### src/rtl/display_timing_pkg.sv
// Shared constants and phase encoding for the raster timing generator.
// Defaults describe 640x480 at the pixel clock (800x525 total).
package display_timing_pkg;

  localparam int unsigned DEF_H_ACTIVE = 640;
  localparam int unsigned DEF_H_FP     = 16;
  localparam int unsigned DEF_H_SYNC   = 96;
  localparam int unsigned DEF_H_BP     = 48;
  localparam int unsigned DEF_V_ACTIVE = 480;
  localparam int unsigned DEF_V_FP     = 10;
  localparam int unsigned DEF_V_SYNC   = 2;
  localparam int unsigned DEF_V_BP     = 33;

  localparam int unsigned H_TOTAL = DEF_H_ACTIVE + DEF_H_FP + DEF_H_SYNC + DEF_H_BP;
  localparam int unsigned V_TOTAL = DEF_V_ACTIVE + DEF_V_FP + DEF_V_SYNC + DEF_V_BP;

  typedef enum logic [1:0] {PH_ACTIVE, PH_FRONT, PH_SYNC, PH_BACK} phase_e;

endpackage

### src/rtl/timing_axis_counter.sv
// One raster axis: position counter with step enable, wrap flag and the
// ACTIVE->FRONT->SYNC->BACK phase FSM. Used for both H and V.
module timing_axis_counter
  import display_timing_pkg::*;
#(
  parameter int unsigned ACTIVE       = DEF_H_ACTIVE,
  parameter int unsigned FRONT        = DEF_H_FP,
  parameter int unsigned SYNC         = DEF_H_SYNC,
  parameter int unsigned BACK         = DEF_H_BP,
  parameter bit          START_AT_END = 1'b0,
  localparam int unsigned Total       = ACTIVE + FRONT + SYNC + BACK,
  localparam int unsigned CntW        = $clog2(Total)
) (
  input  logic            clk,
  input  logic            reset,
  input  logic            step,
  output logic [CntW-1:0] count,
  output phase_e          phase,
  output phase_e          phase_next,
  output logic            wrap
);

  localparam logic [CntW-1:0] ActEnd   = CntW'(ACTIVE - 1);
  localparam logic [CntW-1:0] FrontEnd = CntW'(ACTIVE + FRONT - 1);
  localparam logic [CntW-1:0] SyncEnd  = CntW'(ACTIVE + FRONT + SYNC - 1);
  localparam logic [CntW-1:0] LastCnt  = CntW'(Total - 1);
  localparam logic [CntW-1:0] StartCnt = START_AT_END ? LastCnt : '0;
  localparam phase_e          StartPh  = START_AT_END ? PH_BACK : PH_ACTIVE;

  logic [CntW-1:0] count_q, count_d;
  phase_e          phase_q, phase_d;

  assign wrap = step && (count_q == LastCnt);

  always_comb begin
    count_d = count_q;
    phase_d = phase_q;
    if (step) begin
      count_d = (count_q == LastCnt) ? '0 : count_q + 1'b1;
      case (phase_q)
        PH_ACTIVE: if (count_q == ActEnd)   phase_d = PH_FRONT;
        PH_FRONT:  if (count_q == FrontEnd) phase_d = PH_SYNC;
        PH_SYNC:   if (count_q == SyncEnd)  phase_d = PH_BACK;
        PH_BACK:   if (count_q == LastCnt)  phase_d = PH_ACTIVE;
        default:   phase_d = PH_ACTIVE;
      endcase
    end
  end

  always_ff @(posedge clk) begin
    if (reset) begin
      count_q <= StartCnt;
      phase_q <= StartPh;
    end else begin
      count_q <= count_d;
      phase_q <= phase_d;
    end
  end

  assign count      = count_q;
  assign phase      = phase_q;
  assign phase_next = phase_d;

endmodule

### src/rtl/display_timing_gen.sv
// Raster timing generator driving HSync/VSync/ActiveVideo and the Addr0 counter controls.
// Define ADDR_PREFETCH_EN to run Addr0 one pixel ahead for a one-cycle memory read latency.
module display_timing_gen
  import display_timing_pkg::*;
#(
  parameter int unsigned H_ACTIVE = DEF_H_ACTIVE,
  parameter int unsigned H_FP     = DEF_H_FP,
  parameter int unsigned H_SYNC   = DEF_H_SYNC,
  parameter int unsigned H_BP     = DEF_H_BP,
  parameter int unsigned V_ACTIVE = DEF_V_ACTIVE,
  parameter int unsigned V_FP     = DEF_V_FP,
  parameter int unsigned V_SYNC   = DEF_V_SYNC,
  parameter int unsigned V_BP     = DEF_V_BP,
  parameter bit          SYNC_POL = 1'b0
) (
  input  logic       clk,
  input  logic       Reset,
  output logic       HSync,
  output logic       VSync,
  output logic       ActiveVideo,
  output logic [9:0] PixelX,
  output logic [9:0] PixelY,
  output logic       FrameStart,
  output logic       ResetAddr0,
  output logic       IncAddr0
);

  localparam int unsigned HTotal = H_ACTIVE + H_FP + H_SYNC + H_BP;
  localparam int unsigned VTotal = V_ACTIVE + V_FP + V_SYNC + V_BP;
  localparam int unsigned HW     = $clog2(HTotal);
  localparam int unsigned VW     = $clog2(VTotal);

`ifdef ADDR_PREFETCH_EN
  localparam bit StartAtEnd = 1'b1;
`else
  localparam bit StartAtEnd = 1'b0;
`endif

  localparam int unsigned  StartX = StartAtEnd ? HTotal - 1 : 0;
  localparam int unsigned  StartY = StartAtEnd ? VTotal - 1 : 0;
  localparam logic [HW-1:0] HPre  = HW'(HTotal - 2);
  localparam logic [VW-1:0] VLast = VW'(VTotal - 1);

  // Axis counters hold the position shown on the next cycle; outputs register its decode.
  logic [HW-1:0] h_cnt;
  logic [VW-1:0] v_cnt;
  phase_e        h_ph, v_ph, h_ph_nxt, v_ph_nxt;
  logic          h_wrap, v_wrap;

  timing_axis_counter #(
    .ACTIVE      (H_ACTIVE),
    .FRONT       (H_FP),
    .SYNC        (H_SYNC),
    .BACK        (H_BP),
    .START_AT_END(StartAtEnd)
  ) u_h_axis (
    .clk       (clk),
    .reset     (Reset),
    .step      (1'b1),
    .count     (h_cnt),
    .phase     (h_ph),
    .phase_next(h_ph_nxt),
    .wrap      (h_wrap)
  );

  timing_axis_counter #(
    .ACTIVE      (V_ACTIVE),
    .FRONT       (V_FP),
    .SYNC        (V_SYNC),
    .BACK        (V_BP),
    .START_AT_END(StartAtEnd)
  ) u_v_axis (
    .clk       (clk),
    .reset     (Reset),
    .step      (h_wrap),
    .count     (v_cnt),
    .phase     (v_ph),
    .phase_next(v_ph_nxt),
    .wrap      (v_wrap)
  );

  logic       hsync_d, vsync_d, active_d, fstart_d, clr_d, inc_d;
  logic       hsync_q, vsync_q, active_q, fstart_q, clr_q, inc_q;
  logic [9:0] px_q, py_q;

  always_comb begin
    hsync_d  = (h_ph == PH_SYNC) ? SYNC_POL : ~SYNC_POL;
    vsync_d  = (v_ph == PH_SYNC) ? SYNC_POL : ~SYNC_POL;
    active_d = (h_ph == PH_ACTIVE) && (v_ph == PH_ACTIVE);
    fstart_d = (h_cnt == '0) && (v_cnt == '0);
`ifdef ADDR_PREFETCH_EN
    clr_d    = (h_cnt == HPre) && (v_cnt == VLast);
    inc_d    = (h_ph_nxt == PH_ACTIVE) && (v_ph_nxt == PH_ACTIVE);
`else
    clr_d    = v_wrap;
    inc_d    = active_d;
`endif
  end

`ifdef ADDR_PREFETCH_EN
  logic unused_v_wrap;
  assign unused_v_wrap = v_wrap;
`else
  logic [3:0] unused_ph_nxt;
  logic [HW-1:0] unused_hpre;
  assign unused_ph_nxt = {h_ph_nxt, v_ph_nxt};
  assign unused_hpre   = HPre;
`endif

  always_ff @(posedge clk) begin
    if (Reset) begin
      hsync_q  <= ~SYNC_POL;
      vsync_q  <= ~SYNC_POL;
      active_q <= 1'b0;
      fstart_q <= 1'b0;
      clr_q    <= 1'b1;
      inc_q    <= 1'b0;
      px_q     <= 10'(StartX);
      py_q     <= 10'(StartY);
    end else begin
      hsync_q  <= hsync_d;
      vsync_q  <= vsync_d;
      active_q <= active_d;
      fstart_q <= fstart_d;
      clr_q    <= clr_d;
      inc_q    <= inc_d;
      px_q     <= 10'(h_cnt);
      py_q     <= 10'(v_cnt);
    end
  end

  assign HSync       = hsync_q;
  assign VSync       = vsync_q;
  assign ActiveVideo = active_q;
  assign FrameStart  = fstart_q;
  assign ResetAddr0  = clr_q;
  assign IncAddr0    = inc_q;
  assign PixelX      = px_q;
  assign PixelY      = py_q;

endmodule

### config.mk
export PLATFORM = sky130hd
export DESIGN_NAME = display_timing_gen
export DESIGN_NICKNAME = d
export VERILOG_FILES = /design/src/rtl/display_timing_pkg.sv /design/src/rtl/timing_axis_counter.sv /design/src/rtl/display_timing_gen.sv
export SDC_FILE = /design/constraint.sdc
export NUM_CORES = 1
export LEC_CHECK = 0
export CORE_MARGIN = 2
export CORE_UTILIZATION = 40
export CTS_CLUSTER_DIAMETER = 150
export DETAILED_ROUTE_END_ITERATION = 10
export GPL_TIMING_DRIVEN = 0
export PLACE_DENSITY = 0.65
export SETUP_SLACK_MARGIN = 0.15
export SKIP_CTS_REPAIR_TIMING = 1
export SYNTH_ARGS = -nofsm -noshare
export SYNTH_HDL_FRONTEND = slang
export SYNTH_SLANG_ARGS = --single-unit
### constraint.sdc
create_clock -name clk -period 2.2 [get_ports clk]
set_input_delay 0.33 -clock clk [delete_from_list [all_inputs] [get_ports clk]]
set_output_delay 0.33 -clock clk [all_outputs]
set_load 0.02 [all_outputs]
==> results.yml, run 1 <==
worst_setup_path:
  slowest_delay_ns: 0.53
  path_cells: "inv_4 > ha_4 > or4b_4 > or4_4 > a211oi_4 > a21oi_1 > o21a_1"
  arrival_ns: 2.44
  path_delay_family: "simple AND/OR/NAND/NOR gates"
  worst_path_max_delay_cell: "or4_4"
  critical_path_class: "flop to flop"
  path_buf_inv: 1
  cp.required_ns: 2.40
  critPathCaptureType: "flop"
  worst-path-max-fanout: 4
  critPathLaunchType: "flop"
floorplanning:
  rows: 25
  design.core.area_mm2: 0.00482
  io_pins: 28
  die_y_um: 75.4
  die_w_um: 75.4
  start_util_pct: 42.3
  die_area_mm2: 0.00568
synthesis:
  synthArstFlopShare_pct: 0
  synth_edf_count: 0
  synth-main-ff-cell: "dfxtp_1"
  yosys_warnings: 0
  synth_cells: 215
  ys_top_cells_by_area: "dfxtp_1, ha_1, nor2_1, nor2b_1, xor2_1"
  synth_area_leader_cell: "dfxtp_1"
  synth_cell_types: 39
  synth-seq-cells: 49
  synthesis.nets: 230
  yosysTopAreaCellShare_pct: 48.1
  synth_area_mm2: 0.00204
  syn_avg_cell_area_um2: 9.48
  synth-seq-area-share_pct: 48.1
placement:
  routabilityCongestion: 0.793
  dp.cells: 308
  dp_hpwl_mm: 2.65
  numPortBuffers: 26
  dp_worst_setup_slack_ns: -0.133
clock_network:
  cts_tree: "done"
  clock_latency_ns: 0.30
  cts-root-buf: "clkbuf_8"
  cts.clk_slew.worst_paths_ns: 0.08
  cts_buffer_depth: 2
  cts_buffers: 5
  htree_levels: 2
  clkSinkCount: 49
sta:
  rsz0062_at_grt: "true"
  period_share_pct: 102
  hold_violations: 0
  finClkSkew_ns: 0.00522
  slew-limit-headroom_pct: 66.7
  post-route-min-period_ns: 2.24
  max_clock_freq_ghz: 0.447
  finalSetupViolations: 2
  worst_slew_pin_slew_ns: 0.500
  maxSlewViolCount: 0
  setup_ws_ns: -0.0385
power_and_ir_drop:
  p_switching_uw: 377
  seqPwrFrac_pct: 53.2
  p_int_mw: 1.35
  peakVddDrop_mv: 0.309
  p_leak_nw: 0.967
  p_clk_share_pct: 38.0
  power.density_mw_per_mm2: 668
  p_sw_share_pct: 21.9
  share_comb_of_total_power_pct: 8.8
route:
  first_pass_iters: 4
  wl_mm: 3.90
  post_drt_wl_per_cell_um: 12.2
  antenna_left: 0
  drt_iter0_drc: 52
  vias: 1528
  via_per_inst: 4.79
  route.detailed.drc: 0
outcome:
  status: "finished, violations left"
  violations: "setup timing"
hold_path:
  hold_path.class: "primary input to flop"
global_routing:
  grt_max_degree: 15
  grt_pass1_vias: 1361
  grt_pass1_wl_mm: 6.31
  overflow: 0
  grt_usage_pct: 14.8
  antenna_found_initial: 0
layout:
  diodes: 0
  drive_above_1_share_pct: 11.1
  final_cells: 319
  fin_util_pct: 53.5
  layout.nets: 266
  area_growth_pct: 26.5
job:
  drv_cap: 0
==> metrics by stage <==
| step | TNS (ns) | cell area [um^2] | hold slack, ns | power [mW] |
|---|---|---|---|---|
| after floorplan | 0 | 2040 | 0.464 | 1.03 |
| after global routing | -0.302 | 2580 | 0.375 | 1.79 |
| after global placement | -0.291 | 2380 | 0.492 | 1.08 |
| final | -0.0668 | 2580 | 0.348 | 1.72 |
| after CTS | -0.433 | 2500 | 0.346 | 1.73 |
| after detailed placement | -0.317 | 2380 | 0.487 | 1.08 |
==> cell families (layout without fill, tap and decap cells) <==
logic type                 count (synthesis)  count (layout)  share of synthesized area (%)
adders and majority gates                 13              13                           7.98
buffers and inverters                     26              63                           4.97
xor gates and xnor gates                  16              16                           6.88
and+or+nand+nor                           91              91                           24.5
DFF                                       49              49                           48.1
AOI/OAI and AO/OA                         19              19                           7.06
muxes                                      1               1                          0.491
==> state kept, by name, indices dropped and copies added (netlist names) <==
register and flops:
u_v_axis.phase 2, IncAddr0 1, VSync 1, PixelY 10, PixelX 10, ResetAddr0 1, u_h_axis.count 10, FrameStart 1
HSync 1, u_v_axis.count 10, u_h_axis.phase 2
==> worst paths after layout <==
check | cells past startpoint | start | slack (ns) | end
worst max register to register | 7 | u_v_axis.count[1] | -0.04 | u_v_axis.phase[1]
worst min register to register | 2 | u_v_axis.count[0] | 0.49 | PixelY[0]
worst max-delay path | 7 | u_v_axis.count[1] | -0.04 | u_v_axis.phase[1]
worst min-delay path | 2 | Reset | 0.35 | PixelY[4]
==> cells in the final DEF, fill, tap and decap left out, drive strengths merged, types with 3 or more instances in the layout <==
cell type       n
dfxtp          49
clkdlybuf4s50  26
nor2           25
clkbuf         19
nor2b          15
inv            13
ha             13
nand4           9
xor2            9
nand2           8
nor3            7
nand3           7
xnor2           7
and3            6
a21oi           4
buf             4
and4            3
o31ai           3
o21ai           3
==> Yosys cell counts, types with 2 or more instances <==
library cell,number
nor3_1,7
a21oi_1,4
clkbuf_1,12
xnor2_1,7
nor4b_1,2
dfxtp_1,49
and4_1,3
o21ai_0,2
and3_1,5
o31ai_1,3
nand2_1,8
xor2_1,9
nor2b_1,15
nand4_1,9
inv_1,13
nand3_1,7
nor2_1,25
ha_1,13
a31oi_1,2
==> per-layer routing <==
layer  track usage, %  vias to the layer above  routed length (um)
li1                 -                      800                   -
met1             20.0                      677                1940
met2             21.8                       41                1660
met3             4.10                       10                 208
met4             7.21                        0                  92
met5                0                        -                   0
==> area by class of cell <==
class | instances | area (um^2)
clock buffer | 7 | 86.3
fill | 458 | 2240
clock inverter | 1 | 30.0
tap | 67 | 83.8
sequential | 49 | 988
buffer | 13 | 58.8
inverter | 13 | 53.8
timing repair buffer | 29 | 283
multi-input combinational | 140 | 995
==> power by group through the flow <==
| stage | clock network (mW) | registers [mW] | logic (mW) |
|---|---|---|---|
| finish | 0.654 | 0.917 | 0.152 |
| global route | 0.703 | 0.920 | 0.168 |
| CTS | 0.670 | 0.919 | 0.140 |
| detailed placement | 0 | 0.940 | 0.139 |
| global placement | 0 | 0.940 | 0.136 |
| floorplan | 0 | 0.951 | 0.0808 |
==> worst register-to-register path, stage by stage, from the launching register on <==
cell and delay (ns):
dfxtp_4 0.36, inv_4 0.06, ha_4 0.11, or4b_4 0.47, or4_4 0.53, a211oi_4 0.31
a21oi_1 0.11, o21a_1 0.19
Power figures use the tool's default switching activity.
==> run 2: changes to the inputs <==
--- a/constraint.sdc
+++ b/constraint.sdc
@@ -3,2 +3,2 @@
 set_output_delay 0.33 -clock clk [all_outputs]
-set_load 0.02 [all_outputs]
+set_load 0.005 [all_outputs]
==> results of run 2 <==
The final DEF is identical to that of run 1. Status: finished, violations left: setup timing.
Among the figures that moved: total power 1.72 mW -> 1.71 mW; worst IR drop on VDD 0.309 mV -> 0.289 mV
